## src/rtl/pipe_pkg.sv

```systemverilog
// Shared definitions for the MIPS pipeline stage registers: state encodings,
// the stage state type and the payload width of each stage boundary.
package pipe_pkg;

  typedef logic [1:0] pipe_state_t;

  localparam pipe_state_t PS_EMPTY = 2'd0;
  localparam pipe_state_t PS_ONE   = 2'd1;
  localparam pipe_state_t PS_FULL  = 2'd2;

  localparam int IFID_W  = 64;
  localparam int IDEX_W  = 147;
  localparam int EXMEM_W = 107;
  localparam int MEMWB_W = 71;

  // Entries held in a given state; the illegal code reports as empty.
  function automatic logic [1:0] ps_occ(input pipe_state_t s);
    case (s)
      PS_ONE:  ps_occ = 2'd1;
      PS_FULL: ps_occ = 2'd2;
      default: ps_occ = 2'd0;
    endcase
  endfunction

endpackage

```

## src/rtl/pipe_skid_reg_if.sv

```systemverilog
// Handshake bundle for one pipeline stage boundary: upstream side, downstream
// side, flush and the occupancy debug view.
interface pipe_skid_reg_if #(
  parameter int WIDTH = 32
);
  // A beat transfers on a side only when valid and ready are both high at the
  // rising edge; a source holding valid without ready keeps its data stable.
  logic             in_valid;
  logic             in_ready;
  logic [WIDTH-1:0] in_data;
  logic             out_valid;
  logic             out_ready;
  logic [WIDTH-1:0] out_data;
  logic             flush;
  logic [1:0]       occupancy;

  modport master (
    output in_valid, in_data, out_ready, flush,
    input  in_ready, out_valid, out_data, occupancy
  );

  modport slave (
    input  in_valid, in_data, out_ready, flush,
    output in_ready, out_valid, out_data, occupancy
  );
endinterface

```

## src/rtl/pipe_data_reg.sv

```systemverilog
// Payload register with load enable, synchronous clear to RESET_VAL and
// asynchronous active-low reset; holds its value when idle.
module pipe_data_reg #(
  parameter int               WIDTH     = 32,
  parameter logic [WIDTH-1:0] RESET_VAL = '0
) (
  input  logic             clk,
  input  logic             rst_n,
  input  logic             i_en,
  input  logic             i_clr,
  input  logic [WIDTH-1:0] i_d,
  output logic [WIDTH-1:0] o_q
);

  logic [WIDTH-1:0] r_q;

  always_ff @(posedge clk or negedge rst_n) begin
    if (!rst_n) begin
      r_q <= RESET_VAL;
    end else if (i_clr) begin
      r_q <= RESET_VAL;
    end else if (i_en) begin
      r_q <= i_d;
    end
  end

  assign o_q = r_q;

endmodule

```

## src/rtl/pipe_skid_reg.sv

```systemverilog
// Pipeline stage register with a 2-entry skid buffer. The main register drives
// out_data; in_ready is registered so ready never chains across stages.
module pipe_skid_reg
  import pipe_pkg::*;
#(
  parameter int               WIDTH     = 32,
  parameter logic [WIDTH-1:0] RESET_VAL = '0,
  parameter bit               CLR_DATA  = 1'b1
) (
  input  logic           clk,
  input  logic           rst_n,
  pipe_skid_reg_if.slave bus
);

  pipe_state_t      r_state;
  pipe_state_t      w_state_nxt;
  logic             r_in_ready;
  logic             w_in_fire;
  logic             w_out_fire;
  logic             w_main_en;
  logic             w_skid_en;
  logic             w_main_from_skid;
  logic             w_clr;
  logic             w_out_valid;
  logic [WIDTH-1:0] w_main_d;
  logic [WIDTH-1:0] w_main_q;
  logic [WIDTH-1:0] w_skid_q;

  assign w_out_valid = (r_state == PS_ONE) || (r_state == PS_FULL);
  assign w_in_fire   = bus.in_valid & r_in_ready;
  assign w_out_fire  = w_out_valid & bus.out_ready;
  assign w_clr       = bus.flush & CLR_DATA;

  always_comb begin
    w_state_nxt      = r_state;
    w_main_en        = 1'b0;
    w_skid_en        = 1'b0;
    w_main_from_skid = 1'b0;
    if (bus.flush) begin
      // Flush wins over both handshakes; an accepted input that cycle is dropped.
      w_state_nxt = PS_EMPTY;
    end else begin
      case (r_state)
        PS_EMPTY: begin
          if (w_in_fire) begin
            w_state_nxt = PS_ONE;
            w_main_en   = 1'b1;
          end
        end
        PS_ONE: begin
          if (w_in_fire && w_out_fire) begin
            w_main_en = 1'b1;
          end else if (w_in_fire) begin
            w_state_nxt = PS_FULL;
            w_skid_en   = 1'b1;
          end else if (w_out_fire) begin
            w_state_nxt = PS_EMPTY;
          end
        end
        PS_FULL: begin
          if (w_out_fire) begin
            w_state_nxt      = PS_ONE;
            w_main_en        = 1'b1;
            w_main_from_skid = 1'b1;
          end
        end
        default: w_state_nxt = PS_EMPTY;
      endcase
    end
  end

  assign w_main_d = w_main_from_skid ? w_skid_q : bus.in_data;

  always_ff @(posedge clk or negedge rst_n) begin
    if (!rst_n) begin
      r_state    <= PS_EMPTY;
      r_in_ready <= 1'b1;
    end else begin
      r_state    <= w_state_nxt;
      r_in_ready <= (w_state_nxt != PS_FULL);
    end
  end

  pipe_data_reg #(.WIDTH(WIDTH), .RESET_VAL(RESET_VAL)) u_main (
    .clk   (clk),
    .rst_n (rst_n),
    .i_en  (w_main_en),
    .i_clr (w_clr),
    .i_d   (w_main_d),
    .o_q   (w_main_q)
  );

  pipe_data_reg #(.WIDTH(WIDTH), .RESET_VAL(RESET_VAL)) u_skid (
    .clk   (clk),
    .rst_n (rst_n),
    .i_en  (w_skid_en),
    .i_clr (w_clr),
    .i_d   (bus.in_data),
    .o_q   (w_skid_q)
  );

  assign bus.in_ready  = r_in_ready;
  assign bus.out_valid = w_out_valid;
  assign bus.out_data  = w_main_q;
  assign bus.occupancy = ps_occ(r_state);

endmodule

```

## src/flat_wrapper.sv

```systemverilog
// flat-port wrapper written by rule: the top's interface ports become plain ports
module pipe_skid_reg_flat import pipe_pkg::*;
#(
  parameter int               WIDTH     = 32,
  parameter logic [WIDTH-1:0] RESET_VAL = '0,
  parameter bit               CLR_DATA  = 1'b1
)
  (clk, rst_n, bus_in_valid, bus_in_data, bus_out_ready, bus_flush, bus_in_ready, bus_out_valid, bus_out_data, bus_occupancy);
  pipe_skid_reg_if #(.WIDTH(WIDTH)) bus_i ();
  input  logic clk;
  input  logic rst_n;
  input wire logic [$bits(bus_i.in_valid)-1:0] bus_in_valid;
  input wire logic [$bits(bus_i.in_data)-1:0] bus_in_data;
  input wire logic [$bits(bus_i.out_ready)-1:0] bus_out_ready;
  input wire logic [$bits(bus_i.flush)-1:0] bus_flush;
  output wire logic [$bits(bus_i.in_ready)-1:0] bus_in_ready;
  output wire logic [$bits(bus_i.out_valid)-1:0] bus_out_valid;
  output wire logic [$bits(bus_i.out_data)-1:0] bus_out_data;
  output wire logic [$bits(bus_i.occupancy)-1:0] bus_occupancy;
  assign bus_i.in_valid = bus_in_valid;
  assign bus_i.in_data = bus_in_data;
  assign bus_i.out_ready = bus_out_ready;
  assign bus_i.flush = bus_flush;
  assign bus_in_ready = bus_i.in_ready;
  assign bus_out_valid = bus_i.out_valid;
  assign bus_out_data = bus_i.out_data;
  assign bus_occupancy = bus_i.occupancy;
  pipe_skid_reg #(.WIDTH(WIDTH), .RESET_VAL(RESET_VAL), .CLR_DATA(CLR_DATA)) u_core (.clk(clk), .rst_n(rst_n), .bus(bus_i));
endmodule
```

## config.mk

```make
export PLATFORM = sky130hd
export DESIGN_NAME = pipe_skid_reg_flat
export DESIGN_NICKNAME = d
export VERILOG_FILES = /design/src/rtl/pipe_pkg.sv /design/src/rtl/pipe_skid_reg_if.sv /design/src/rtl/pipe_data_reg.sv /design/src/rtl/pipe_skid_reg.sv /design/src/flat_wrapper.sv
export SDC_FILE = /design/constraint.sdc
export NUM_CORES = 1
export LEC_CHECK = 0
export CELL_PAD_IN_SITES_DETAIL_PLACEMENT = 0
export CELL_PAD_IN_SITES_GLOBAL_PLACEMENT = 1
export CORE_UTILIZATION = 37
export DETAILED_ROUTE_END_ITERATION = 10
export GPL_TIMING_DRIVEN = 1
export PLACE_DENSITY_LB_ADDON = 0.1
export SLEW_MARGIN = 20
export SYNTH_ARGS = -nofsm -noshare
export SYNTH_HDL_FRONTEND = slang
export SYNTH_SLANG_ARGS = --single-unit
```

## constraint.sdc

```tcl
create_clock -name clk -period 2.05 [get_ports clk]
set_input_delay 0.41 -clock clk [delete_from_list [all_inputs] [get_ports clk]]
set_output_delay 0.41 -clock clk [all_outputs]
set_load 0.01 [all_outputs]
```

==> reports/results.txt, run 1 <==
Maximum vdd drop: 0.354 mV
First-pass GRT wire length: 13.8 mm
Final Total Pwr: 3.72 mW
DR vias: 2777
Worst EP arrival: 1.56 ns
Final Max Tran Viols: 0
Status: finished, final reports clean
Die width: 94.2 um
Area delta synth->final: 38.0%
Total congestion overflow: 0
Via density: 5.20
Relative slew slack: 67.0%
Crit. End Element: output pin
Design Area, Final: 4340 um2
GRT Util Overall: 20.4%
Yosys warnings: 0
Tmin final: 1.97 ns
CTS root buffer: clkbuf_8
Synth area leaders: dfrtp_1, nand2_1, a311oi_1, nand3_1, a21oi_1
Core area: 8220 um2
CTS Buffer Depth: 2
IO buf count: 72
Worst-Margin Slew: 0.494 ns
CP cell instances: inv_2 -> ha_1 -> clkdlybuf4s50_1
Setup TNS: 0 ns
Post-layout nets: 466
Max Fclk: 507 MHz
Sink Count: 67
Wire per inst: 15.7 um
Ys async rst share: 100%
Initial antenna violation count: 0
Placed cell area: 4070 um2
WP data required: 1.64 ns
Setup-failing EPs final: 0
Syn Area/Cell: 9.01 um2
Vias in the first global route: 2676
Initial DRC Count: 123
Slowest CP cell: clkdlybuf4s50_1
Syn Std Cell Area: 3140 um2
Syn nets: 391
Row cnt: 33
CTS clock-pin slew for the worst setup and hold paths: 0.08 ns
CTS buffer count: 9
Hpwl dp: 5.23 mm
Fraction of layout cells with a size suffix above 1: 11.9%
CTS tree: built
WS Path Type: flop to output pin
Die Y: 94.2 um
Leak: 1.83 nW
Cells after Synth: 349
Synth area leader: dfrtp_1
Post-synth top area share: 52.5%
Die area: 8870 um2
Routed wire length: 8.40 mm
Post-synth EDFFs: 0
Largest net degree at the start of global routing: 43
Clock H-tree levels: 3
Pwr/cell area: 857 nW/um2
Clk_skew: 0.00741 ns
Hold Violations, Final: 0
Seq cells post-synth: 67
Final core area utilization: 52.8%
Cts hold-fix bufs: 0
Clock Latency Late Sink: 0.33 ns
Synth cell types: 29
Max cap viols: 0
DRC violations left: 0
Register area share after synthesis: 53.4%
# IOs: 73
Final GP Congestion: 0.767
Starting Density: 38.3%
DR pass1 iterations: 4
CP startpoint kind: flop
Largest stage delay on the critical path: 0.53 ns
Antenna Violating Nets Remaining: 0
Main synth FF type: dfrtp_1
CP Max Fanout: 3
Antenna diodes: 0
Final critical-path share of the clock period: 96.2%
Min-delay worst type: input pin to async pin
synthesized netlist by cell type (all sizes together), types with 3 or more instances:
cell     instances
a21oi           33
a311oi          29
buf             11
clkbuf          20
dfrtp           66
ha               5
mux2i            3
nand2           97
nand3           34
nor2            31
o2bb2ai          3
flip-flops by register name, indices dropped and copies added (netlist names):
| register | cells |
|---|---|
| u_core.u_skid.o_q | 32 |
| u_core.bus.in_ready | 1 |
| u_core.u_main.o_q | 32 |
| u_core.r_state | 2 |
path summary, 6_finish.rpt:
| path | slack, ns | end | cells past startpoint | from |
|---|---|---|---|---|
| worst max-delay path | 0.08 | bus_occupancy[1] | 3 | u_core.r_state[0] |
| worst min-delay path | 0.03 | u_core.u_main.o_q[13] | 1 | rst_n |
| worst max register to register | 0.09 | u_core.u_main.o_q[29] | 8 | u_core.r_state[0] |
| worst min register to register | 0.49 | u_core.u_main.o_q[0] | 1 | u_core.u_main.o_q[0] |
| max in group asynchronous | 1.44 | u_core.bus.in_ready | 2 | rst_n |
| min in group clk | 0.49 | u_core.u_main.o_q[0] | 1 | u_core.u_main.o_q[0] |
worst max-delay path: cells and delay by family (launching register included):
family | cells | cell delay [ns]
buf+inv | 2 | 0.63
flops | 1 | 0.44
fa+ha+maj | 1 | 0.16
report_power, final:
part / internal (mW) / switching, mW
registers: 1.47 / 0.0878
clock network: 0.592 / 0.518
logic: 0.526 / 0.526
placed cells by master, fill, tap and decap left out, types with 2 or more instances in the layout:
cell type        instances
nand2_1                 97
nor2_1                  31
ha_4                     2
nand3_1                 33
ha_1                     3
nor3_1                   2
clkinvlp_4               4
clkdlybuf4s50_1         69
a311oi_1                29
buf_12                   6
o2bb2ai_1                3
buf_4                   15
inv_2                    2
buf_2                    2
clkbuf_8                10
a21oi_1                 32
mux2i_1                  3
dfrtp_1                 65
layer usage:
| layer | vias to the layer above | share of wire (%) | track usage, % |
|---|---|---|---|
| li1 | 1362 | - | - |
| met1 | 1355 | 45 | 26.0 |
| met2 | 53 | 50 | 34.6 |
| met3 | 7 | 3.7 | 3.80 |
| met4 | 0 | 0.96 | 6.79 |
| met5 | - | 0 | 0 |
area by class of cell:
class | instances | area (um2)
clock buffers | 10 | 138
fillers | 776 | 3880
repair buffers | 95 | 978
clock inverters | 6 | 65.1
inverters | 2 | 7.51
flip-flops and latches | 67 | 1680
well taps | 105 | 131
multi-input cells | 249 | 1340
metrics by stage:
stage | cells | hold WS [ns] | setup slack [ns]
3_5_place_dp | 515 | 0.409 | -0.114
2_1_floorplan | 349 | 0.114 | 0.236
4_1_cts | 532 | 0.0393 | 0.0363
6_report | 534 | 0.0340 | 0.0779
5_1_grt | 534 | 0.0479 | -0.00496
3_3_place_gp | 515 | 0.405 | -0.0566
repair_timing:
item / in CTS / in global routing
pin swaps: 0 / 1
resized for setup: 3 / 5
gates cloned: 0 / 1
buffers inserted: 1 / 1
endpoints found under the setup margin: 2 / 28
cells by family after synthesis:
group / Yosys count / synth area share [%]
compound gates: 72 / 16.5
xor+xnor: 1 / 0.279
fa+ha+maj: 6 / 2.31
buf+inv: 33 / 4.78
flops: 67 / 53.4
mux: 3 / 0.955
simple gates: 167 / 21.8
Note: power is estimated with default switching activity, not from simulation.
==> inputs of run 2 (changes only) <==
Settings changed: CORE_MARGIN from default to 4, GPL_TIMING_DRIVEN 1 to default.
==> run 2 against run 1 <==
Flip-flop and latch count stayed put. Via count is 1.3% higher. Combinational power is essentially flat. Core utilization up 0.069 points. Sequential power is essentially flat. Wire length grew 4.4%. Final cell count stayed put. First-iteration DRC count grew 37%. Non-clock buffer count unchanged. Critical path type is now flop to flop. Critical endpoint is now u_core.u_main.o_q[1].
==> reports/results.txt, run 2 (synthesis results as in run 1) <==
Largest stage delay on the critical path: 0.42 ns (-0.11 ns)
CTS Buffer Depth: 2 (unchanged)
Core area: 8260 um2 (+0.50%)
WP data required: 2.27 ns (+0.63 ns)
Crit. End Element: flop
Worst hold slack: 0.503 ns (+0.469 ns)
Initial antenna violation count: 0 (unchanged)
Clock power share: 32.4% (+2.6 points)
CP Max Fanout: 28 (+25)
Sw Ratio: 29.1% (-1.3 points)
Reg2reg start: u_core.r_state[1]
Hold path cells: 4
Setup-failing EPs final: 0 (unchanged)
Routed wire length: 8.77 mm (+4.4%)
Die area: 10000 um2 (+13%)
CTS root buffer: clkbuf_8
P_int: 2.75 mW (+6.2%)
Most frequent cells in the layout: nand2_1, clkdlybuf4s50_1, dfrtp_1, nand3_1, a21oi_1
Gate power share: 27.4% (-0.9 points)
Fraction of layout cells with a size suffix above 1: 11.4% (-0.47 points)
DR vias: 2813 (+1.3%)
Total congestion overflow: 0 (unchanged)
Tmin final: 1.97 ns (+0.00237 ns)
Worst-Margin Slew: 0.429 ns (-0.0656 ns)
Critical path origin: u_core.r_state[1]
Design Area, Final: 4370 um2 (+0.63%)
Slowest CP cell: dfrtp_1
Clock Latency Late Sink: 0.34 ns (about the same)
DRC violations left: 0 (unchanged)
Final std cells w/o fill: 534 (unchanged)
Placed instance count: 510 (-0.97%)
Initial DRC Count: 168 (+37%)
Net Sw Power: 1.13 mW (-0.19%)
Sink Count: 67 (unchanged)
Final critical-path share of the clock period: 96.3% (+0.12 points)
Most common cell after layout, fill and taps aside: nand2_1
Antenna Violating Nets Remaining: 0 (unchanged)
CP cell instances: inv_2 -> ha_4 -> nand3_2 -> a211oi_4 -> buf_4 -> clkbuf_16 -> nor2_1 -> o2bb2ai_1
Vias in the first global route: 2757 (+3.0%)
CTS clock-pin slew for the worst setup and hold paths: 0.08 ns (about the same)
Clock H-tree levels: 3 (unchanged)
Final core area utilization: 52.9% (+0.069 points)
Placed cell area: 4030 um2 (-0.92%)
# IOs: 73 (unchanged)
CP startpoint kind: flop
Pwr/cell area: 888 nW/um2 (+3.6%)
Clk_skew: 0.0105 ns (+0.00310 ns)
Final Max Tran Viols: 0 (unchanged)
Sequential Power Share: 40.3% (-1.6 points)
Via density: 5.27 (+1.3%)
Wire per inst: 16.4 um (+4.4%)
Reg2Reg Capture Point: u_core.u_main.o_q[1]
CP endpoint: u_core.u_main.o_q[1]
Row cnt: 33 (unchanged)
Worst EP arrival: 2.20 ns (+0.64 ns)
Die width: 100 um (+6.4%)
CTS tree: built
Area delta synth->final: 38.9%
Die Y: 100 um (+6.4%)
DR pass1 iterations: 5 (+1)
GRT Util Overall: 17.2% (-3.2 points)
CTS buffer count: 9 (unchanged)
Maximum vdd drop: 0.395 mV (+11%)
Max cap viols: 0 (unchanged)
Antenna diodes: 0 (unchanged)
Hold Violations, Final: 0 (unchanged)
Reg2reg setup slack: 0.08 ns (about the same)
WS Path Type: flop to flop
Largest net degree at the start of global routing: 58 (+35%)
Max Fclk: 506 MHz (-0.12%)
Status: finished, final reports clean
IO buf count: 72 (unchanged)
Leak: 1.87 nW (+2.2%)
Hpwl dp: 5.27 mm (+0.84%)
Starting Density: 38.1% (-0.19 points)
Final GP Congestion: 0.782 (+2.0%)
Post-layout nets: 466 (unchanged)
Reg2reg path depth: 8 (unchanged)
Min-delay worst type: input pin to flop
First-pass GRT wire length: 13.7 mm (-0.59%)
Relative slew slack: 71.4% (+4.4 points)
## run 2: how the worst min path moves through the flow
stage / to / from / slack [ns]
floorplan: u_core.r_state[0] / rst_n / 0.11
global placement: u_core.r_state[1] / rst_n / 0.35
detailed placement: u_core.r_state[1] / rst_n / 0.35
CTS: u_core.u_main.o_q[2] / bus_flush / 0.51
global route: u_core.u_main.o_q[1] / u_core.u_main.o_q[1] / 0.52
finish: u_core.u_main.o_q[2] / bus_flush / 0.50
## run 2: layout make-up
class                   instances  area [um2]
flip-flops and latches         67        1680
repair buffers                 95         980
fillers                       785        3890
well taps                     105         131
clock inverters                 4        72.6
clock buffers                  12         155
multi-input cells             249        1340
inverters                       2        7.51
## run 2: timing repair
| action | 4_1_cts | 5_1_grt |
|---|---|---|
| cloned | 0 | 1 |
| endpoints found under the hold margin | 14 | 0 |
| setup endpoints to repair | 2 | 30 |
| pin swaps | 0 | 2 |
| hold buffers | 1 | 0 |
| gates resized for setup | 3 | 5 |
| buffers inserted | 2 | 4 |
## run 2: power by group through the flow
| stage | clock, mW | sequential [mW] | combinational (mW) |
|---|---|---|---|
| 6_report | 1.26 | 1.56 | 1.06 |
| 5_1_grt | 1.34 | 1.58 | 1.16 |
| 4_1_cts | 1.28 | 1.56 | 1.01 |
| 3_5_place_dp | 0 | 1.59 | 0.991 |
| 3_3_place_gp | 0 | 1.58 | 0.978 |
| 2_1_floorplan | 0 | 1.62 | 0.456 |
## run 2: critical path: cells and delay by family (launching register included)
| family | cells | cell delay, ns |
|---|---|---|
| AOI/OAI and AO/OA | 2 | 0.47 |
| buffers and inverters | 3 | 0.46 |
| DFF | 1 | 0.42 |
| adders and majority gates | 1 | 0.29 |
| and+or+nand+nor | 2 | 0.20 |
## run 2: metrics by stage
stage	total power, mW	setup TNS [ns]	setup WS (ns)
final	3.88	0	0.0755
after detailed placement	2.58	-4.15	-0.172
after global placement	2.56	-2.04	-0.101
after CTS	3.85	0	0.00705
after global routing	4.08	-0.00912	-0.00486
after floorplan	2.07	0	0.236
## run 2: per-layer routing
metal  share of wire, %  global-route usage (%)  wire (um)
met4                1.6                    5.60        137
met2                 48                    27.9       4180
met3                5.6                    3.41        491
met1                 45                    23.3       3960
met5                  0                       0          0
==> inputs of run 3 (changes only) <==
Settings changed: SLEW_MARGIN 20 to default.
==> results of run 3 <==
The final DEF is identical to that of run 2; final timing and power are the same.
